[src/rtl/usr_pkg.sv]
// Shared mode codes and helpers for the universal shift register.
package usr_pkg;

   localparam logic [2:0] MODE_HOLD = 3'd0;
   localparam logic [2:0] MODE_LOAD = 3'd1;
   localparam logic [2:0] MODE_SHL  = 3'd2;
   localparam logic [2:0] MODE_SHR  = 3'd3;
   localparam logic [2:0] MODE_ROL  = 3'd4;
   localparam logic [2:0] MODE_ROR  = 3'd5;
   localparam logic [2:0] MODE_ASR  = 3'd6;
   localparam logic [2:0] MODE_CLR  = 3'd7;

   // Modes that move bits and therefore advance the shift counter.
   function automatic logic is_shift_mode(input logic [2:0] m);
      return (m >= MODE_SHL) && (m <= MODE_ASR);
   endfunction

endpackage

[src/rtl/usr_next_state.sv]
// Combinational next-register-value selector for the universal shift register.
module usr_next_state
   import usr_pkg::*;
#(
   parameter int         N       = 8,
   parameter logic [N-1:0] RST_VAL = '0
) (
   input  logic [2:0]   mode,
   input  logic [N-1:0] q_cur,
   input  logic [N-1:0] load_data,
   input  logic         sl_in,
   input  logic         sr_in,
   output logic [N-1:0] q_next
);

   // Select the next register contents for every mode code; all codes are defined.
   always_comb begin
      q_next = q_cur;
      case (mode)
         MODE_HOLD: q_next = q_cur;
         MODE_LOAD: q_next = load_data;
         MODE_SHL:  q_next = {q_cur[N-2:0], sl_in};
         MODE_SHR:  q_next = {sr_in, q_cur[N-1:1]};
         MODE_ROL:  q_next = {q_cur[N-2:0], q_cur[N-1]};
         MODE_ROR:  q_next = {q_cur[0], q_cur[N-1:1]};
         MODE_ASR:  q_next = {q_cur[N-1], q_cur[N-1:1]};
         MODE_CLR:  q_next = RST_VAL;
         default:   q_next = q_cur;
      endcase
   end

endmodule

[src/rtl/universal_shift_register.sv]
// N-bit universal shift register with enable, eight modes and a saturating
// shift counter whose done flag marks N shifts since the last load/clear.
module universal_shift_register
   import usr_pkg::*;
#(
   parameter int           N       = 8,
   parameter logic [N-1:0] RST_VAL = '0
) (
   input  logic         clk,
   input  logic         reset,
   input  logic         en,
   input  logic [2:0]   mode,
   input  logic [N-1:0] I,
   input  logic         sl_in,
   input  logic         sr_in,
   output logic [N-1:0] Q,
   output logic         so_left,
   output logic         so_right,
   output logic         done
);

   localparam int             CW      = $clog2(N + 1);
   localparam logic [CW-1:0]  CNT_MAX = CW'(N);

   logic [N-1:0]  q_reg;
   logic [N-1:0]  q_mode_next;
   logic [N-1:0]  q_next;
   logic [CW-1:0] cnt_reg;
   logic [CW-1:0] cnt_next;
   logic          done_reg;
   logic          done_next;

   usr_next_state #(
      .N       (N),
      .RST_VAL (RST_VAL)
   ) u_next (
      .mode      (mode),
      .q_cur     (q_reg),
      .load_data (I),
      .sl_in     (sl_in),
      .sr_in     (sr_in),
      .q_next    (q_mode_next)
   );

   // Enable gating and shift-count bookkeeping; count saturates at N.
   always_comb begin
      q_next    = q_reg;
      cnt_next  = cnt_reg;
      done_next = done_reg;
      if (en) begin
         q_next = q_mode_next;
         if (mode == MODE_LOAD || mode == MODE_CLR) begin
            cnt_next  = '0;
            done_next = 1'b0;
         end else if (is_shift_mode(mode)) begin
            cnt_next  = (cnt_reg == CNT_MAX) ? CNT_MAX : cnt_reg + 1'b1;
            done_next = (cnt_next == CNT_MAX);
         end
      end
   end

   // State registers; reset overrides enable and mode.
   always_ff @(posedge clk) begin
      if (reset) begin
         q_reg    <= RST_VAL;
         cnt_reg  <= '0;
         done_reg <= 1'b0;
      end else begin
         q_reg    <= q_next;
         cnt_reg  <= cnt_next;
         done_reg <= done_next;
      end
   end

   assign Q        = q_reg;
   assign so_left  = q_reg[N-1];
   assign so_right = q_reg[0];
   assign done     = done_reg;

endmodule

[config.mk]
export PLATFORM = sky130hd
export DESIGN_NAME = universal_shift_register
export DESIGN_NICKNAME = d
export VERILOG_FILES = /design/src/rtl/usr_pkg.sv /design/src/rtl/usr_next_state.sv /design/src/rtl/universal_shift_register.sv
export SDC_FILE = /design/constraint.sdc
export NUM_CORES = 1
export LEC_CHECK = 0
export ABC_CLOCK_PERIOD_IN_PS = 3860
export BUFFER_PORTS_ARGS = -buffer_cell sky130_fd_sc_hd__buf_2
export CAP_MARGIN = 20
export CORE_MARGIN = 2
export CORE_UTILIZATION = 54
export DETAILED_ROUTE_END_ITERATION = 10
export HOLD_SLACK_MARGIN = 0.15
export PLACE_DENSITY_LB_ADDON = 0.25
export SLEW_MARGIN = 15
export SYNTH_ARGS = -nofsm -noshare
export SYNTH_HDL_FRONTEND = slang
export SYNTH_SLANG_ARGS = --single-unit
[constraint.sdc]
create_clock -name clk -period 3.86 [get_ports clk]
set_clock_uncertainty 0.05 [all_clocks]
set_input_delay 0.772 -clock clk [delete_from_list [all_inputs] [get_ports clk]]
set_output_delay 0.772 -clock clk [all_outputs]
set_load 0.05 [all_outputs]
# After elaboration in Yosys (flattened, before gate mapping)
# Cells that the tools add are included.
# classes
addsub,1
n_lt_le_gt_ge,2
n_eq_ne,9
mux,6
bitwise,2
reduce_logical,7
# ops
op,n
case mux 8 bit (7 select lines),1
== test 3 bit (second input constant),4
two-way mux 4 bit,3
== test 4 bit (second input constant),2
== test 3 x 2 -> 1 bit (second input constant),2
adder 4 x 1 -> 4 bit (second input constant),1
AND reduction 2 bit,2
== test 3 x 1 -> 1 bit (second input constant),1
greater-or-equal comparator 3 x 2 -> 1 bit (second input constant),1
less-or-equal comparator 3 bit (second input constant),1
zero test 3 bit,1
AND reduction 3 bit,1
two-way mux 1 bit,2
NOT 1 bit,2
nonzero test 2 bit,1
logical AND 1 bit,1
logical OR 1 bit,1
# word_totals
register_bits,13
input_bits,16
out_inout_bits,11
elab_cells,31

# Longest topological paths before layout
# Gate-level depths: netlist of run 1.
# logic_depth
depth_word,5
mapped_depth,6
mapped_depth_nobuf,6

# Cells and area by module
# A second synthesis of run 1 with hierarchy kept.
# hier_totals
cells_unflattened,119
hier_area_um2,1014.7
# by_module_without_submodules
module,instances,cells_per_inst,area_each_um2,seq_area_each_um2
universal_shift_register,1,59,604.3,260.2
usr_next_state,1,60,410.4,0.0

# Worst setup path after synthesis of run 1
# Ideal clock, no wire load.
# synth_timing
path_kind,in2reg
from,in mode[1]
to,"reg q_reg[5], in the netlist Q[5]"
setup_ns,0.069
arrival_time_ns,1.683
required_time_ns,3.741
slack_ns,2.058
cell_stages,6
n_path_buf,2
path_cell_list,or2_1 -> buf_6 -> o21ai_4 -> buf_6 -> nand2_1 -> a21oi_2
# synth_between
elab_chain_cells,3
word_cells_on_any_way,11
classes_between,eq/ne (7); mux (1); bitwise (1); reduce/logical (2)
# synth_rtl
element,line_no,source
from (decl),universal_shift_register.sv:12,"input logic [2:0] mode,"
"parallel branches: the longest is 3 deep, another holds case mux 8 bit (7 select lines)",-,
to (signal assigned),universal_shift_register.sv:69,q_reg <= q_next;
to (decl),universal_shift_register.sv:25,logic [N-1:0] q_reg;
# Several ways; the timed one is not identified.
# A chain may end at the register's enable or synchronous reset.

# Final worst setup path of run 1
# layout_timing
from,in mode[1]
to,"reg q_reg[2], in the netlist Q[2]"
# The elaborated chain is that of the path after synthesis.

==> flow_metrics.py, run 1 <==
metrics = {
    "sta": {
        "relSlewSlack": 0.6946,
        "setup_violations": 0,
        "fin_crit_ps": 1906,
        "period_share": 0.4939,
        "fmax_ghz": 0.5245,
        "rsz0062_at_grt": "no",
        "fin_tns_setup_ps": 0,
        "drv_slew": 0,
        "worstMarginPinSlew_ps": 456.4,
        "hold_viol_final": 0,
    },
    "clock_network": {
        "worst_skew_pair.late_latency_ps": 280,
        "clock_sinks": 13,
        "cts_root_buffer": "clkbuf_4",
        "cts_tree": "yes",
        "clock_tree.buffer_depth": 2,
        "cts_setup_buffers": 0,
        "cts-buffers-inserted": 3,
        "clk_pin_slew_ps": 80,
        "ctsHoldBuffers": 0,
        "ctsResizeCount": 0,
        "h-tree-depth": 1,
    },
    "setup_path": {
        "worstSetupPathType": "input port to register",
        "reg2reg_to": "Q[7]",
        "end_kind": "register",
        "slowest_stage": "or3_1",
        "worstPathCellList": "buf_2 > or2_1 > o21ai_4 > or3_1 > a21oi_1",
        "worst_ep_required_time_ps": 4020,
        "path_max_fanout": 19,
        "crit_arrival_ps": 2070,
        "crit_start": "mode[1]",
        "crit_path_max_incr_delay_ps": 400,
        "r2r_slack_ps": 2530,
        "critPathLaunchType": "input port",
        "worstRegToRegCells": 4,
        "reg2reg_from": "Q[0]",
    },
    "global_route": {
        "antenna_found_initial": 0,
        "grt_pass1_wl_mm": 3.546,
        "grt_max_degree": 20,
        "grt_pass1_vias": 800,
        "grtUsageTotal": 0.2450,
        "overflow": 0,
    },
    "floorplanning": {
        "die_w_um": 45.30,
        "dieArea_um2": 2052,
        "ioPinCount": 27,
        "coreArea_um2": 1559,
        "start_util": 0.5907,
        "num_rows": 14,
        "die_h_um": 45.30,
    },
    "drt": {
        "wl_mm": 2.113,
        "drtIter0Drc": 16,
        "vias": 856,
        "drc": 0,
        "wire_per_inst_um": 14.57,
        "final_antenna_net_count": 0,
        "first_pass_iters": 4,
        "vias_per_cell": 5.903,
    },
    "worst_hold_path": {
        "hold_class": "register to register",
        "whs_endpoint": "done",
        "whs_path_depth": 2,
        "min-delay-start": "done",
    },
    "synthesis": {
        "synth_seq_cells": 13,
        "yosysWarnings": 0,
        "syn_avg_cell_area_um2": 8.688,
        "synth_nets": 124,
        "ys_types": 35,
        "yosysSeqAreaShare": 0.2826,
        "synth_cells": 106,
        "syn-cell-area_um2": 920.9,
        "synth_area_leaders": "dfxtp_1 (28%), a21oi_2 (6.7%), mux2_4 (6.5%)",
        "yosysTopAreaCell": "dfxtp_1",
        "synth_top_area_share": 0.2826,
    },
    "power": {
        "finalPower_mw": 0.3185,
        "cellLeakagePower_nw": 0.4267,
        "irDropWorstVdd_v": 0.0002066,
        "power-per-cell-area_nw_per_um2": 307.1,
    },
    "placed_design": {
        "place_congestion": 0.8259,
        "place_area_um2": 1011,
        "portBuffers": 26,
        "dp_hpwl_mm": 1.506,
    },
    "cells_and_area": {
        "nNetsFinal": 148,
        "final_common_cell": "buf_2",
        "largest_reg_flops": 8,
        "drive_gt1_frac": 0.3411,
        "stdcell_area_um2": 1037,
        "num_antenna_cells": 0,
        "fin_util": 0.6653,
        "area_growth_pct": 12.64,
        "final_cell_mix": "buf_2 (26), dfxtp_1 (13), nand2_1 (12)",
    },
    "outcome": {
        "status": "completed",
    },
    "flow_run": {
        "cap_violations": 0,
    },
}
-- power breakdown --
group          internal (mW)  switching, mW  leakage [nW]
clock network         0.0402         0.0474        0.0150
registers              0.140        0.00714         0.106
logic                 0.0308         0.0532         0.306
-- stage by stage --
stage / hold slack [ps] / setup WS (ps) / cells
2_1_floorplan: 423.8 / 2058 / 106
3_3_place_gp: 419.3 / 1730 / 141
3_5_place_dp: 432.3 / 1660 / 141
4_1_cts: 457.6 / 1958 / 145
5_1_grt: 479.5 / 1862 / 145
6_report: 454.9 / 1954 / 145
-- layer usage --
metal | global-route usage | up-vias | share of wire | routed length [um]
met1 | 0.3366 | 393 | 0.47 | 984
met4 | 0.1235 | 0 | 0.023 | 49
met3 | 0.06000 | 5 | 0.053 | 112
met2 | 0.3543 | 29 | 0.46 | 967
met5 | 0 | - | 0 | 0
li1 | - | 429 | - | -
-- worst max path at each step --
| stage | slack, ps | endpoint | depth (start not counted) |
|---|---|---|---|
| finish | 1950 | Q[2] | 5 |
| global placement | 1730 | Q[1] | 5 |
| detailed placement | 1660 | Q[2] | 5 |
| global route | 1860 | Q[4] | 5 |
| floorplan | 2060 | Q[5] | 6 |
| CTS | 1960 | Q[2] | 5 |
-- cells in the mapped netlist --
| master | count |
|---|---|
| o21ai_1 | 1 |
| inv_1 | 3 |
| nor2_2 | 1 |
| a211oi_1 | 1 |
| mux2_2 | 2 |
| buf_6 | 3 |
| nand3_1 | 1 |
| a221oi_1 | 6 |
| or2_1 | 1 |
| nand2_1 | 12 |
| clkbuf_1 | 1 |
| nand3b_1 | 2 |
| a21oi_1 | 4 |
| dfxtp_1 | 13 |
| o21ai_4 | 1 |
| o211ai_1 | 1 |
| o32ai_1 | 1 |
| and3b_1 | 1 |
| a21oi_2 | 7 |
| buf_4 | 3 |
| a31oi_1 | 1 |
| mux2_1 | 2 |
| nor2b_1 | 1 |
| o21ai_0 | 2 |
| ha_1 | 2 |
| nand2b_1 | 4 |
| xnor2_1 | 2 |
| mux2_4 | 4 |
| mux2i_1 | 1 |
| a22oi_1 | 1 |
| nor2_1 | 11 |
| or3_1 | 6 |
| o41ai_1 | 2 |
| and2_1 | 1 |
| a2111oi_0 | 1 |
-- final cells by class --
cell class              count  area, um^2
clock buffers               4       26.28
repair buffers             26       130.1
inverters                   3       11.26
well taps                  16       20.02
fillers                   155       521.8
multi-input cells          83       589.3
flip-flops and latches     13       260.3
-- logic make-up (layout without fill, tap and decap cells) --
kind of cell               count (synthesis)  after routing  share of synthesized area
adders and majority gates                  2              2                    0.02717
AOI/OAI and AO/OA                         29             29                     0.2487
and+or+nand+nor                           41             41                     0.2201
muxes                                      9              9                     0.1250
buffers and inverters                     10             33                    0.07744
DFF                                       13             13                     0.2826
xor gates and xnor gates                   2              2                    0.01903
-- critical path, delay by kind of cell --
family,cells,cell delay [ps]
compound gates,2,360
buf+inv,1,150
simple gates,2,790
Power figures use the tool's default switching activity.
==> run 2: changes to the inputs <==
ABC_CLOCK_PERIOD_IN_PS = 1700   (was 3860)
CORE_UTILIZATION = 45   (was 54)
clock period = 1.7 ns   (was 3.86 ns; I/O delays follow)
==> run 2 against run 1 <==
First-iteration DRC count grew 44%. Critical endpoint is now Q[6]. Largest power group unchanged. Worst setup slack lost 1700 ps. Sequential share of layout area shrank 1.7 points. Final cell count grew 11%. Routed wire length grew 5.2%.
==> flow_metrics.py, run 2 (synthesized netlist as in run 1, its figures left out) <==
metrics = {
    "cells_and_area": {
        "num_antenna_cells": 0,
        "area_growth_pct": 20.92,
        "final_cell_mix": "buf_2 (26), dfxtp_1 (13), nand2_1 (12)",
        "largest_reg_flops": 8,
        "regArea_um2": 260.3,
        "nNetsFinal": 153,
        "multi_input_comb_area_um2": 589.3,
        "fin_util": 0.5735,
        "final_common_cell": "buf_2",
        "fill_cells": 187,
        "drive_gt1_frac": 0.3657,
        "stdcell_area_um2": 1114,
    },
    "setup_path": {
        "worstRegToRegCells": 4,
        "critPathLaunchType": "register",
        "worstSetupPathType": "register to output pin",
        "cp_num_buf_inv": 1,
        "worst_ep_required_time_ps": 1310,
        "path_depth": 1,
        "cp_top_family": "flip-flops",
        "crit_path_max_incr_delay_ps": 440,
        "path_max_fanout": 5,
        "end_kind": "output pin",
        "worstPathCellList": "buf_2",
        "slowest_stage": "dfxtp_1",
        "crit_arrival_ps": 1030,
    },
    "floorplanning": {
        "dieArea_um2": 2424,
        "coreArea_um2": 1942,
        "num_rows": 16,
        "die_w_um": 49.24,
        "die_h_um": 49.24,
        "start_util": 0.4742,
        "ioPinCount": 27,
    },
    "power": {
        "cellLeakagePower_nw": 0.4607,
        "power-per-cell-area_nw_per_um2": 670.6,
        "irDropWorstVdd_v": 0.0004342,
    },
    "placed_design": {
        "place_congestion": 0.7948,
        "portBuffers": 26,
        "place_area_um2": 1087,
        "dp_hpwl_mm": 1.616,
    },
    "clock_network": {
        "cts_tree": "yes",
        "ctsResizeCount": 0,
        "h-tree-depth": 1,
        "ctsHoldBuffers": 0,
        "cts-buffers-inserted": 3,
        "clock_tree.buffer_depth": 2,
        "clock_sinks": 13,
        "cts_root_buffer": "clkbuf_4",
        "worst_skew_pair.late_latency_ps": 290,
        "cts_setup_buffers": 0,
        "clk_pin_slew_ps": 90,
    },
    "outcome": {
        "status": "completed",
    },
    "global_route": {
        "grtUsageTotal": 0.2055,
        "overflow": 0,
        "grt_max_degree": 20,
        "grt_pass1_vias": 807,
        "grt_pass1_wl_mm": 3.850,
        "antenna_found_initial": 0,
    },
    "flow_run": {
        "cap_violations": 0,
    },
    "drt": {
        "wl_mm": 2.222,
        "wire_per_inst_um": 13.80,
        "first_pass_iters": 4,
        "vias": 905,
        "drtIter0Drc": 23,
        "final_antenna_net_count": 0,
        "vias_per_cell": 5.621,
        "drc": 0,
    },
    "sta": {
        "fmax_ghz": 0.7035,
        "period_share": 0.8362,
        "hold_viol_final": 0,
        "rsz0062_at_grt": "no",
        "worstMarginPinSlew_ps": 357.6,
        "fin_tns_setup_ps": 0,
        "setup_violations": 0,
        "drv_slew": 0,
        "fin_crit_ps": 1422,
        "relSlewSlack": 0.7616,
    },
    "worst_hold_path": {
        "whs_path_depth": 3,
        "hold_class": "input port to register",
    },
}
-- run 2: cell count changes in the layout (fill, tap and decap cells not counted), sizes merged --
cell  delta
buf      +5
-- run 2: metal layers --
layer,up-vias,global-route usage,routed length (um)
met1,422,0.2887,1041
met4,0,0.1000,49
li1,440,-,-
met3,5,0.03067,162
met2,38,0.3041,969
met5,-,0,0
-- run 2: report_power, final --
part,internal [mW],switching (mW)
clock,0.0914,0.112
sequential,0.317,0.0168
combinational,0.0847,0.125
total,0.493,0.253
-- run 2: layout make-up --
cell class              instances  area share
clock buffers                   4     0.02360
multi-input cells              83      0.5292
well taps                      27     0.03034
flip-flops and latches         13      0.2337
repair buffers                 31      0.1730
inverters                       3     0.01011
-- run 2: worst min-delay path, cell delays in order --
cell and delay (ps):
buf_2 110, nor2_1 110, o41ai_1 70
-- run 2: metrics by stage --
step	worst slack [ps]	total power, mW	hold slack (ps)	std cells
after floorplan	128.2	0.4873	392.1	106
after global placement	117.8	0.5443	414.3	157
after detailed placement	66.69	0.5499	419.5	157
after CTS	279.0	0.7494	309.8	161
after global routing	220.4	0.7921	301.7	161
final	278.5	0.7468	329.3	161
-- run 2: final timing paths --
path / start / to / slack, ps
setup / recovery: Q[6] / Q[6] / 280
hold / removal: I[0] / Q[0] / 330
setup reg to reg: Q[0] / Q[7] / 380
hold reg to reg: done / done / 440
